**config.mk**
```make
export PLATFORM = sky130hd
export DESIGN_NAME = lock_entry_sequencer
export DESIGN_NICKNAME = d
export VERILOG_FILES = /design/src/rtl/lock_entry_sequencer.sv
export SDC_FILE = /design/constraint.sdc
export NUM_CORES = 1
export LEC_CHECK = 0
export CORE_MARGIN = 2
export CORE_UTILIZATION = 50
export DETAILED_ROUTE_END_ITERATION = 12
export HOLD_SLACK_MARGIN = 0.02
export MAX_ROUTING_LAYER = met4
export PLACE_DENSITY = 0.83
export SETUP_SLACK_MARGIN = 0.2
export SLEW_MARGIN = 20
export SYNTH_ARGS = -nofsm -noshare
export SYNTH_HDL_FRONTEND = slang
export SYNTH_SLANG_ARGS = --single-unit
```
**constraint.sdc**
```tcl
create_clock -name clk -period 2.9 [get_ports clk]
set_clock_uncertainty 0.2 [all_clocks]
set_input_delay 0.725 -clock clk [delete_from_list [all_inputs] [get_ports clk]]
set_output_delay 0.725 -clock clk [all_outputs]
set_load 0.005 [all_outputs]
```
**src/rtl/lock_entry_sequencer.sv**
```systemverilog
// lock_entry_sequencer: keypad entry, code check, lockout and code-change sequencing for a six-digit lock
module lock_entry_sequencer #(
    parameter int MAX_TRIES      = 3,
    parameter int UNLOCK_CYCLES  = 500,
    parameter int LOCKOUT_CYCLES = 1000
) (
    input  logic        clk,
    input  logic        clr,
    input  logic        key_valid_i,
    input  logic [3:0]  key_code_i,
    input  logic [23:0] stored_code_i,
    output logic [23:0] entry_o,
    output logic [2:0]  digit_cnt_o,
    output logic        code_we_o,
    output logic        unlock_o,
    output logic        alarm_o,
    output logic        err_o,
    output logic [2:0]  fail_cnt_o,
    output logic [2:0]  state_o
);
    localparam logic [2:0] IDLE    = 3'd0;
    localparam logic [2:0] ENTRY   = 3'd1;
    localparam logic [2:0] CHECK   = 3'd2;
    localparam logic [2:0] OPEN    = 3'd3;
    localparam logic [2:0] LOCKOUT = 3'd4;
    localparam logic [2:0] SET     = 3'd5;
    localparam logic [2:0] COMMIT  = 3'd6;
    localparam int TMAX = (UNLOCK_CYCLES > LOCKOUT_CYCLES) ? UNLOCK_CYCLES : LOCKOUT_CYCLES;
    localparam int TW   = $clog2(TMAX + 1);

    logic [2:0]    state_q, state_d;
    logic [23:0]   entry_q, entry_d;
    logic [2:0]    cnt_q, cnt_d;
    logic [2:0]    fail_q, fail_d;
    logic          err_q, err_d;
    logic [TW-1:0] tmr_q, tmr_d;

    logic dig, ent, can, setk, room, match;
    logic [2:0]  fail_inc;
    logic [23:0] shifted;

    assign dig      = key_valid_i && key_code_i <= 4'd9;
    assign ent      = key_valid_i && key_code_i == 4'hA;
    assign can      = key_valid_i && key_code_i == 4'hB;
    assign setk     = key_valid_i && key_code_i == 4'hC;
    assign room     = cnt_q < 3'd6;
    assign match    = cnt_q == 3'd6 && entry_q == stored_code_i;
    assign fail_inc = fail_q + 3'd1;
    assign shifted  = {entry_q[19:0], key_code_i};

    // State and datapath registers, cleared asynchronously by clr
    always_ff @(posedge clk or posedge clr) begin
        if (clr) begin
            state_q <= IDLE;
            entry_q <= '0;
            cnt_q   <= '0;
            fail_q  <= '0;
            err_q   <= 1'b0;
            tmr_q   <= '0;
        end else begin
            state_q <= state_d;
            entry_q <= entry_d;
            cnt_q   <= cnt_d;
            fail_q  <= fail_d;
            err_q   <= err_d;
            tmr_q   <= tmr_d;
        end
    end

    // Next state: key handling per state, timers count down and saturate at zero
    always_comb begin
        state_d = state_q;
        entry_d = entry_q;
        cnt_d   = cnt_q;
        fail_d  = fail_q;
        err_d   = 1'b0;
        tmr_d   = (tmr_q != '0) ? tmr_q - TW'(1) : tmr_q;
        case (state_q)
            IDLE, ENTRY: begin
                if (dig && room) begin
                    entry_d = shifted;
                    cnt_d   = cnt_q + 3'd1;
                    state_d = ENTRY;
                end else if (ent) begin
                    state_d = CHECK;
                end else if (can) begin
                    entry_d = '0;
                    cnt_d   = '0;
                    state_d = IDLE;
                end
            end
            CHECK: begin
                entry_d = '0;
                cnt_d   = '0;
                if (match) begin
                    fail_d  = '0;
                    state_d = OPEN;
                    tmr_d   = TW'(UNLOCK_CYCLES);
                end else begin
                    fail_d  = fail_inc;
                    err_d   = 1'b1;
                    state_d = (fail_inc == 3'(MAX_TRIES)) ? LOCKOUT : IDLE;
                    tmr_d   = (fail_inc == 3'(MAX_TRIES)) ? TW'(LOCKOUT_CYCLES) : tmr_d;
                end
            end
            OPEN: begin
                if (setk) begin
                    state_d = SET;
                    entry_d = '0;
                    cnt_d   = '0;
                end else if (can || tmr_q <= TW'(1)) begin
                    state_d = IDLE;
                end
            end
            SET: begin
                if (dig && room) begin
                    entry_d = shifted;
                    cnt_d   = cnt_q + 3'd1;
                end else if (ent && cnt_q == 3'd6) begin
                    state_d = COMMIT;
                end else if (ent || can) begin
                    err_d   = ent;
                    entry_d = '0;
                    cnt_d   = '0;
                    state_d = IDLE;
                end
            end
            LOCKOUT: begin
                if (tmr_q <= TW'(1)) begin
                    state_d = IDLE;
                    fail_d  = '0;
                end
            end
            default: begin
                entry_d = '0;
                cnt_d   = '0;
                state_d = IDLE;
            end
        endcase
    end

    // Outputs: registers directly, state-decoded flags
    always_comb begin
        entry_o     = entry_q;
        digit_cnt_o = cnt_q;
        fail_cnt_o  = fail_q;
        err_o       = err_q;
        state_o     = state_q;
        unlock_o    = state_q == OPEN;
        alarm_o     = state_q == LOCKOUT;
        code_we_o   = state_q == COMMIT;
    end
endmodule
```
==> impl_metrics.csv, run 1 <==
group,metric,value,unit
setup_path,crit_type,"reg -> out",
status,outcome,"finished, final reports clean",
routing,wirelength,6180,um
layout,final_cells,373,
sta,tightest_slew,541,ps
power_and_ir_drop,p_per_area,782,nW/um^2
yosys,synth_top_flop_cell,"dfrtp_1",
yosys,synth-compound-area-share,20.9,%
clock_network,clk_latency,290,ps
yosys,synth_fa_ha_area_share,3.04,%
sta,max_freq,0.379,GHz
setup_path,worstPathArrival,1710,ps
die,core-area,4750,um^2
clock_network,cts_setup_buffers,0,
routing,drtIter0Drc,113,
layout,mostFrequentLayoutCells,"clkdlybuf4s50_1 (67), dfrtp_1 (41), a22o_1 (25)",
power_and_ir_drop,ir_drop,0.433,mV
layout,antennaDiodeCount,0,
die,chipHeight,74.3,um
setup_path,critPathBufInv,2,
setup_path,crit_chain,"nor2b_2, nand2_1, inv_1, clkdlybuf4s50_1",
grt,grt_pass1_vias,2135,
setup_path,cp-start-kind,"register",
setup_path,cp_max_fo,9,
setup_path,crit_required,1980,ps
layout,drive_gt1_share,12.1,%
grt,antenna_found_initial,0,
clock_network,cts_buffers,5,
clock_network,tritoncts,"done",
yosys,ys_seq_area_share,44.5,%
setup_path,slowest_stage,"clkdlybuf4s50_1",
worst_hold_path,hold_depth,1,
flow_run,cap_violations,0,
routing,drc,0,
yosys,synth_top_area_share,44.5,%
routing,ant_nets,0,
sta,setup_viol,0,
routing,vias,2154,
setup_path,worst_path_largest_cell_delay,500,ps
yosys,syn_inst,231,
grt,grt_overflow,0,
yosys,synth-xor-area-share,9.92,%
yosys,syn-num-nets,268,
sta,rsz0062_at_grt,"true",
yosys,ys_types,52,
yosys,syn-cell-area,2470,um^2
routing,firstDrtPassIters,4,
setup_path,r2r-end,"digit_cnt_o[0]",
worst_hold_path,hp-start,"entry_o[23]",
yosys,synth_top_family_by_area,"compound AO/OA/AOI/OAI gates",
yosys,synth_top_cell_by_area,"dfrtp_1",
yosys,ys_warn_count,0,
clock_network,cts.sink_count,44,
yosys,synth-edff-count,0,
setup_path,reg2reg_depth,7,
sta,final.period_utilization,91.0,%
sta,setup_tns,0,ps
grt,grt_usage,25.4,%
yosys,ys_seq_elements,44,
placed_design,gp_congestion,0.850,
yosys,synthMuxAreaShare,1.82,%
clock_network,root_buffer,"clkbuf_8",
clock_network,path_clk_slew,80,ps
clock_network,htree_levels,2,
placed_design,port_buffers,67,
clock_network,cts_hold_buf,0,
layout,nets,342,
clock_network,cts_buffer_depth,2,
sta,finalHoldViolCount,0,
yosys,async_reset_ff_share,100,%
die,initial_core_util,52.0,%
sta,slew_headroom,63.9,%
routing,vias_per_cell,5.77,
placed_design,post-place-cells,365,
yosys,synthSimpleGateAreaFrac,16.7,%
layout,final_common_cell,"clkdlybuf4s50_1",
setup_path,r2r_start,"digit_cnt_o[1]",
grt,grt_pass1_wl,10400,um
die,fp-row-count,25,
worst_hold_path,hold_end,"entry_o[23]",
yosys,avgSynthCellArea,10.7,um^2
worst_hold_path,hold_path_class,"reg -> reg",
yosys,netlist_top_cells_area,"dfrtp_1 (45%), a22o_1 (8.9%), xor2_1 (8.5%), ha_1 (3.0%), nor4_1 (2.5%)",
die,ioPinCount,68,
power_and_ir_drop,p_leak,1.49,nW
setup_path,cpLargestDelayFamily,"buffers and inverters",
die,die_x,74.3,um
sta,min_period,2640,ps
sta,drv_slew,0,
placed_design,dp_hpwl,4580,um
setup_path,endpoint_kind,"primary output",
layout,area_growth,37.3,%
power_and_ir_drop,total_power,2.66,mW
setup_path,r2r_setup_slack,780,ps
grt,grt_max_degree,45,
routing,wl_per_cell,16.6,um
die,dieArea,5520,um^2
[cell type report]
class	count	area, um^2
clock buffers	5	68.8
clock inverters	3	90.1
fillers	386	1360
inverters	9	33.8
multi-input cells	172	1300
flip-flops and latches	44	1100
well taps	67	83.8
repair buffers	73	716
[logic make-up (layout without fill, tap and decap cells)]
logic type      count (synthesis)  count (layout)
simple gates                   70              70
compound gates                 64              64
flops                          44              44
xor+xnor                       28              28
buf+inv                        15              90
fa+ha+maj                       6               6
mux                             4               4
[worst register-to-register path, delay by kind of cell (launching register included)]
family,cells,cell delay (ps)
DFF,1,450
buffers and inverters,1,240
adders and majority gates,1,240
and+or+nand+nor,1,120
muxes,1,300
AOI/OAI and AO/OA,3,460
[per-layer routing]
layer / global-route usage [%] / vias to the layer above / wire (um)
met2: 39.2 / 79 / 2960
met4: 5.95 / 0 / 53
li1: - / 1012 / -
met1: 34.9 / 1057 / 2800
met5: - / - / 0
met3: 5.28 / 6 / 369
[worst max path at each step]
stage / cells after the start / slack (ps) / to / from
finish: 4 / 260 / alarm_o / state_o[0]
floorplan: 5 / 820 / tmr_q[1] / stored_code_i[22]
global route: 4 / 180 / alarm_o / state_o[0]
CTS: 4 / 220 / alarm_o / state_o[2]
detailed placement: 7 / 120 / digit_cnt_o[0] / key_code_i[2]
global placement: 6 / 220 / tmr_q[1] / stored_code_i[20]
[repair_timing]
item                                    in CTS  in global routing
pin swaps                                    0                  0
resized for setup                            1                  3
endpoints found under the setup margin       1                  3
[cells in the mapped netlist, types with 4 or more instances]
cell type	count
a21oi_1	7
a22o_1	25
buf_2	4
dfrtp_1	44
ha_1	6
inv_1	8
mux2_2	4
nand2_1	9
nand3_1	7
nor2_1	13
nor3_1	5
nor4_1	10
o21ai_0	8
xnor2_1	4
xor2_1	24
[stage by stage]
step	cell area [um^2]	worst slack [ps]	util (%)	hold WS [ps]
2_1_floorplan	2470	815	-	281
3_3_place_gp	3230	217	67.9	302
3_5_place_dp	3230	116	67.9	327
4_1_cts	3390	221	71.3	346
5_1_grt	3390	180	71.4	384
6_report	3390	262	71.4	356
[sequential cells by signal (all words and copies together), names as in the netlist]
| name | cells |
|---|---|
| fail_cnt_o | 3 |
| entry_o | 24 |
| tmr_q | 10 |
| err_o | 1 |
| digit_cnt_o | 3 |
| state_o | 3 |
[where the power goes]
group	internal [mW]	switching (mW)
sequential	0.809	0.273
combinational	0.577	0.362
clock	0.431	0.204
No activity file was read; power rests on OpenSTA's default activity.
==> inputs of run 2 (changes only) <==
CORE_UTILIZATION = 38   (was 50)
PLACE_DENSITY = 0.66   (was 0.83)
==> impl_metrics.csv, run 2 (synthesis gave the netlist of run 1 again) <==
group,metric,value,unit
routing,vias_per_cell,5.49,
die,fp-row-count,29,
placed_design,port_buffers,67,
setup_path,cp_max_fo,9,
clock_network,htree_levels,2,
routing,wirelength,6280,um
layout,drive_gt1_share,12.7,%
die,chipHeight,84.7,um
sta,min_period,2600,ps
setup_path,crit_chain,"nor2b_4, nand2_1, inv_1, clkdlybuf4s50_1",
grt,grt_pass1_wl,10600,um
layout,mostFrequentLayoutCells,"clkdlybuf4s50_1 (67), dfrtp_1 (42), a22o_1 (25)",
routing,routed.top_layer,"met4",
layout,largest_reg_flops,24,
worst_hold_path,hold_path_class,"reg -> reg",
layout,fin_util,53.6,%
sta,setup_viol,0,
routing,wl_met3,375,um
clock_network,cts_buffer_depth,2,
sta,rsz0062_at_grt,"false",
status,outcome,"finished, final reports clean",
flow_run,cap_violations,0,
placed_design,dp_hpwl,4810,um
die,initial_core_util,39.2,%
placed_design,post-place-cells,377,
layout,final_common_cell,"clkdlybuf4s50_1",
clock_network,cts_setup_buffers,0,
grt,grt_overflow,0,
layout,nets,344,
sta,final.period_utilization,89.6,%
routing,wl_per_cell,16.3,um
sta,finalHoldViolCount,0,
routing,drtIter0Drc,92,
setup_path,critPathBufInv,2,
clock_network,cts.sink_count,44,
setup_path,crit_type,"reg -> out",
placed_design,gp_congestion,0.945,
layout,final_cells,385,
routing,ant_nets,0,
setup_path,worstPathArrival,1670,ps
layout,nFillCells,603,
sta,tightest_slew,610,ps
routing,wl_met1,2970,um
clock_network,clk_latency,300,ps
grt,grt_max_degree,26,
die,core-area,6310,um^2
layout,area_growth,36.9,%
routing,vias,2113,
clock_network,path_clk_slew,80,ps
routing,dr_wl_met2,2880,um
clock_network,root_buffer,"clkbuf_8",
grt,grt_pass1_vias,2124,
clock_network,tritoncts,"done",
clock_network,cts_buffers,5,
die,ioPinCount,68,
die,dieArea,7170,um^2
sta,max_freq,0.385,GHz
layout,antennaDiodeCount,0,
setup_path,worst_path_largest_cell_delay,500,ps
power_and_ir_drop,p_per_area,714,nW/um^2
setup_path,cpLargestDelayFamily,"buffers and inverters",
routing,drc,0,
sta,slew_headroom,59.1,%
setup_path,crit_required,1980,ps
grt,grt_usage,19.1,%
routing,firstDrtPassIters,4,
placed_design,post-place-ws,83.8,ps
sta,drv_slew,0,
setup_path,slowest_stage,"clkdlybuf4s50_1",
die,die_x,84.7,um
sta,setup_tns,0,ps
sta,setup_ws,302,ps
power_and_ir_drop,p_leak,1.48,nW
grt,antenna_found_initial,0,
setup_path,endpoint_kind,"primary output",
power_and_ir_drop,ir_drop,0.447,mV
setup_path,cp-start-kind,"register",
## run 2: final cells by class
| type | instances | area (um^2) | area share (%) |
|---|---|---|---|
| clock buffer | 6 | 82.6 | 2.44 |
| clock inverter | 2 | 10.0 | 0.296 |
| inverter | 9 | 33.8 | 0.998 |
| multi-input combinational | 172 | 1300 | 38.5 |
| sequential | 44 | 1100 | 32.6 |
| tap | 77 | 96.3 | 2.85 |
| timing repair buffer | 75 | 756 | 22.3 |
## run 2: through the flow
step / cell area, um^2 / hold slack, ps / total power [mW]
global placement: 3280 / 311 / 2.01
CTS: 3380 / 343 / 2.44
floorplan: 2470 / 281 / 1.51
finish: 3380 / 341 / 2.42
global route: 3380 / 372 / 2.59
detailed placement: 3280 / 326 / 2.03
## run 2: final timing paths
kind | startpoint | to | slack [ps] | cells after the start
max | state_o[0] | alarm_o | 300 | 4
min | tmr_q[8] | tmr_q[8] | 340 | 2
max reg2reg | entry_o[17] | tmr_q[1] | 710 | 5
min reg2reg | tmr_q[8] | tmr_q[8] | 340 | 2
max in group asynchronous | clr | state_o[0] | 1410 | 3
min in group asynchronous | clr | entry_o[21] | 530 | 2
## run 2: metal layers
metal | vias up | GRT usage, %
met2 | 77 | 28.4
li1 | 1022 | -
met3 | 6 | 5.01
met4 | 0 | 4.33
met5 | - | -
met1 | 1008 | 26.4
## run 2: report_power, final
group          internal (mW)  switching, mW  leakage (nW)
Combinational          0.586          0.361         0.883
Sequential             0.809          0.264         0.545
Clock                  0.190          0.207        0.0510
## run 2: worst min-delay path, cell delays in order, from the launching register on
cell,delay [ps]
dfrtp_1,390
nand2_1,60
o221ai_1,60
## run 2: repair_timing
item / CTS / global route
hold buffers: 0 / 0
setup endpoints to repair: 1 / 3
resized for setup: 2 / 3
==> inputs of run 3 (changes only) <==
clock period = 2.68 ns   (was 2.9 ns; I/O delays follow)
==> impl_metrics.csv, run 3 (synthesis gave the netlist of run 1 again) <==
group,metric,value,unit
power_and_ir_drop,ir_drop,0.374,mV
layout,nFillCells,596,
die,dieArea,7170,um^2
clock_network,htree_levels,2,
die,initial_core_util,39.2,%
sta,setup_ws,261,ps
routing,drtIter0Drc,92,
sta,final.period_utilization,90.3,%
placed_design,gp_congestion,0.872,
routing,wirelength,6370,um
clock_network,cts.sink_count,44,
setup_path,crit_type,"reg -> out",
layout,nets,353,
grt,grt_overflow,0,
layout,seq_area,1100,um^2
layout,final_cells,394,
placed_design,dpl_cell_area,3350,um^2
setup_path,worstPathArrival,1550,ps
sta,setup_tns,0,ps
setup_path,crit_chain,"nor2b_4, nand2_1, inv_1, clkdlybuf4s50_1",
flow_run,cap_violations,0,
setup_path,cp_max_fo,3,
sta,finalHoldViolCount,0,
routing,vias,2175,
setup_path,endpoint_kind,"primary output",
die,fp-row-count,29,
sta,rsz0062_at_grt,"true",
layout,largest_reg_flops,24,
power_and_ir_drop,total_power,2.65,mW
grt,grt_max_degree,28,
layout,drive_gt1_share,15.1,%
routing,drc,0,
sta,max_freq,0.413,GHz
layout,mostFrequentLayoutCells,"clkdlybuf4s50_1 (65), dfrtp_1 (43), a22o_1 (25)",
routing,firstDrtPassIters,5,
routing,ant_nets,0,
placed_design,post-place-ws,-0.671,ps
layout,antennaDiodeCount,0,
clock_network,cts_buffers,5,
grt,grt_pass1_wl,10900,um
clock_network,path_clk_slew,80,ps
layout,final_common_cell,"clkdlybuf4s50_1",
die,die_x,84.7,um
grt,grt_pass1_vias,2213,
worst_hold_path,hold_path_class,"reg -> reg",
die,core-area,6310,um^2
sta,tightest_slew,677,ps
sta,min_period,2420,ps
routing,vias_per_cell,5.52,
layout,post-route-cell-area,3470,um^2
die,chipHeight,84.7,um
setup_path,cp-start-kind,"register",
setup_path,slowest_stage,"clkdlybuf4s50_1",
clock_network,cts_hold_buf,0,
routing,wl_per_cell,16.2,um
sta,drv_slew,0,
grt,grt_usage,19.3,%
layout,multiInputGateArea,1310,um^2
grt,antenna_found_initial,0,
setup_path,worst_path_largest_cell_delay,500,ps
power_and_ir_drop,p_per_area,763,nW/um^2
sta,setup_viol,0,
setup_path,cpLargestDelayFamily,"buffers and inverters",
power_and_ir_drop,p_leak,1.55,nW
status,outcome,"finished, final reports clean",
sta,whs,342,ps
placed_design,dp_hpwl,4770,um
placed_design,post-place-cells,384,
setup_path,crit_required,1810,ps
placed_design,port_buffers,67,
clock_network,cts_buffer_depth,2,
sta,slew_headroom,54.6,%
clock_network,root_buffer,"clkbuf_8",
layout,area_growth,40.4,%
clock_network,clk_latency,290,ps
setup_path,critPathBufInv,2,
layout,fin_util,55.0,%
die,ioPinCount,68,
clock_network,tritoncts,"done",
## run 3: layer usage
layer	global-route usage, %	up-vias	routed length [um]
li1	-	1031	-
met4	4.18	0	56
met5	-	-	0
met2	29.7	76	2990
met1	26.4	1063	2970
met3	4.13	5	350
## run 3: path summary, 6_finish.rpt
path / start / end / slack [ps] / cells after the start
max: state_o[0] / alarm_o / 260 / 4
min: tmr_q[8] / tmr_q[8] / 340 / 2
max reg2reg: digit_cnt_o[0] / tmr_q[8] / 630 / 8
min reg2reg: tmr_q[8] / tmr_q[8] / 340 / 2
max in group asynchronous: clr / digit_cnt_o[2] / 1280 / 3
min in group asynchronous: clr / tmr_q[7] / 490 / 2
## run 3: final cells by class
class	count	share of cell area, %
clock buffer	8	2.59
timing repair buffer	84	24.1
sequential	44	31.7
multi-input combinational	172	37.8
tap	77	2.77
inverter	9	0.973
## run 3: report_power, final
part | switching (mW) | leakage, nW | total (mW) | internal, mW
Combinational | 0.409 | 0.957 | 1.07 | 0.662
Sequential | 0.276 | 0.546 | 1.15 | 0.875
Clock | 0.219 | 0.0455 | 0.429 | 0.210
Total | 0.904 | 1.55 | 2.65 | 1.75
## run 3: repair_timing
action                                  CTS  global route
endpoints found under the setup margin    3            26
setup buffers                             1             1
resized for setup                         5             4
## run 3: tightest hold or removal path, stage by stage, from the launching register on
cell and delay (ps):
dfrtp_1 380, nand2_1 60, o221ai_1 70
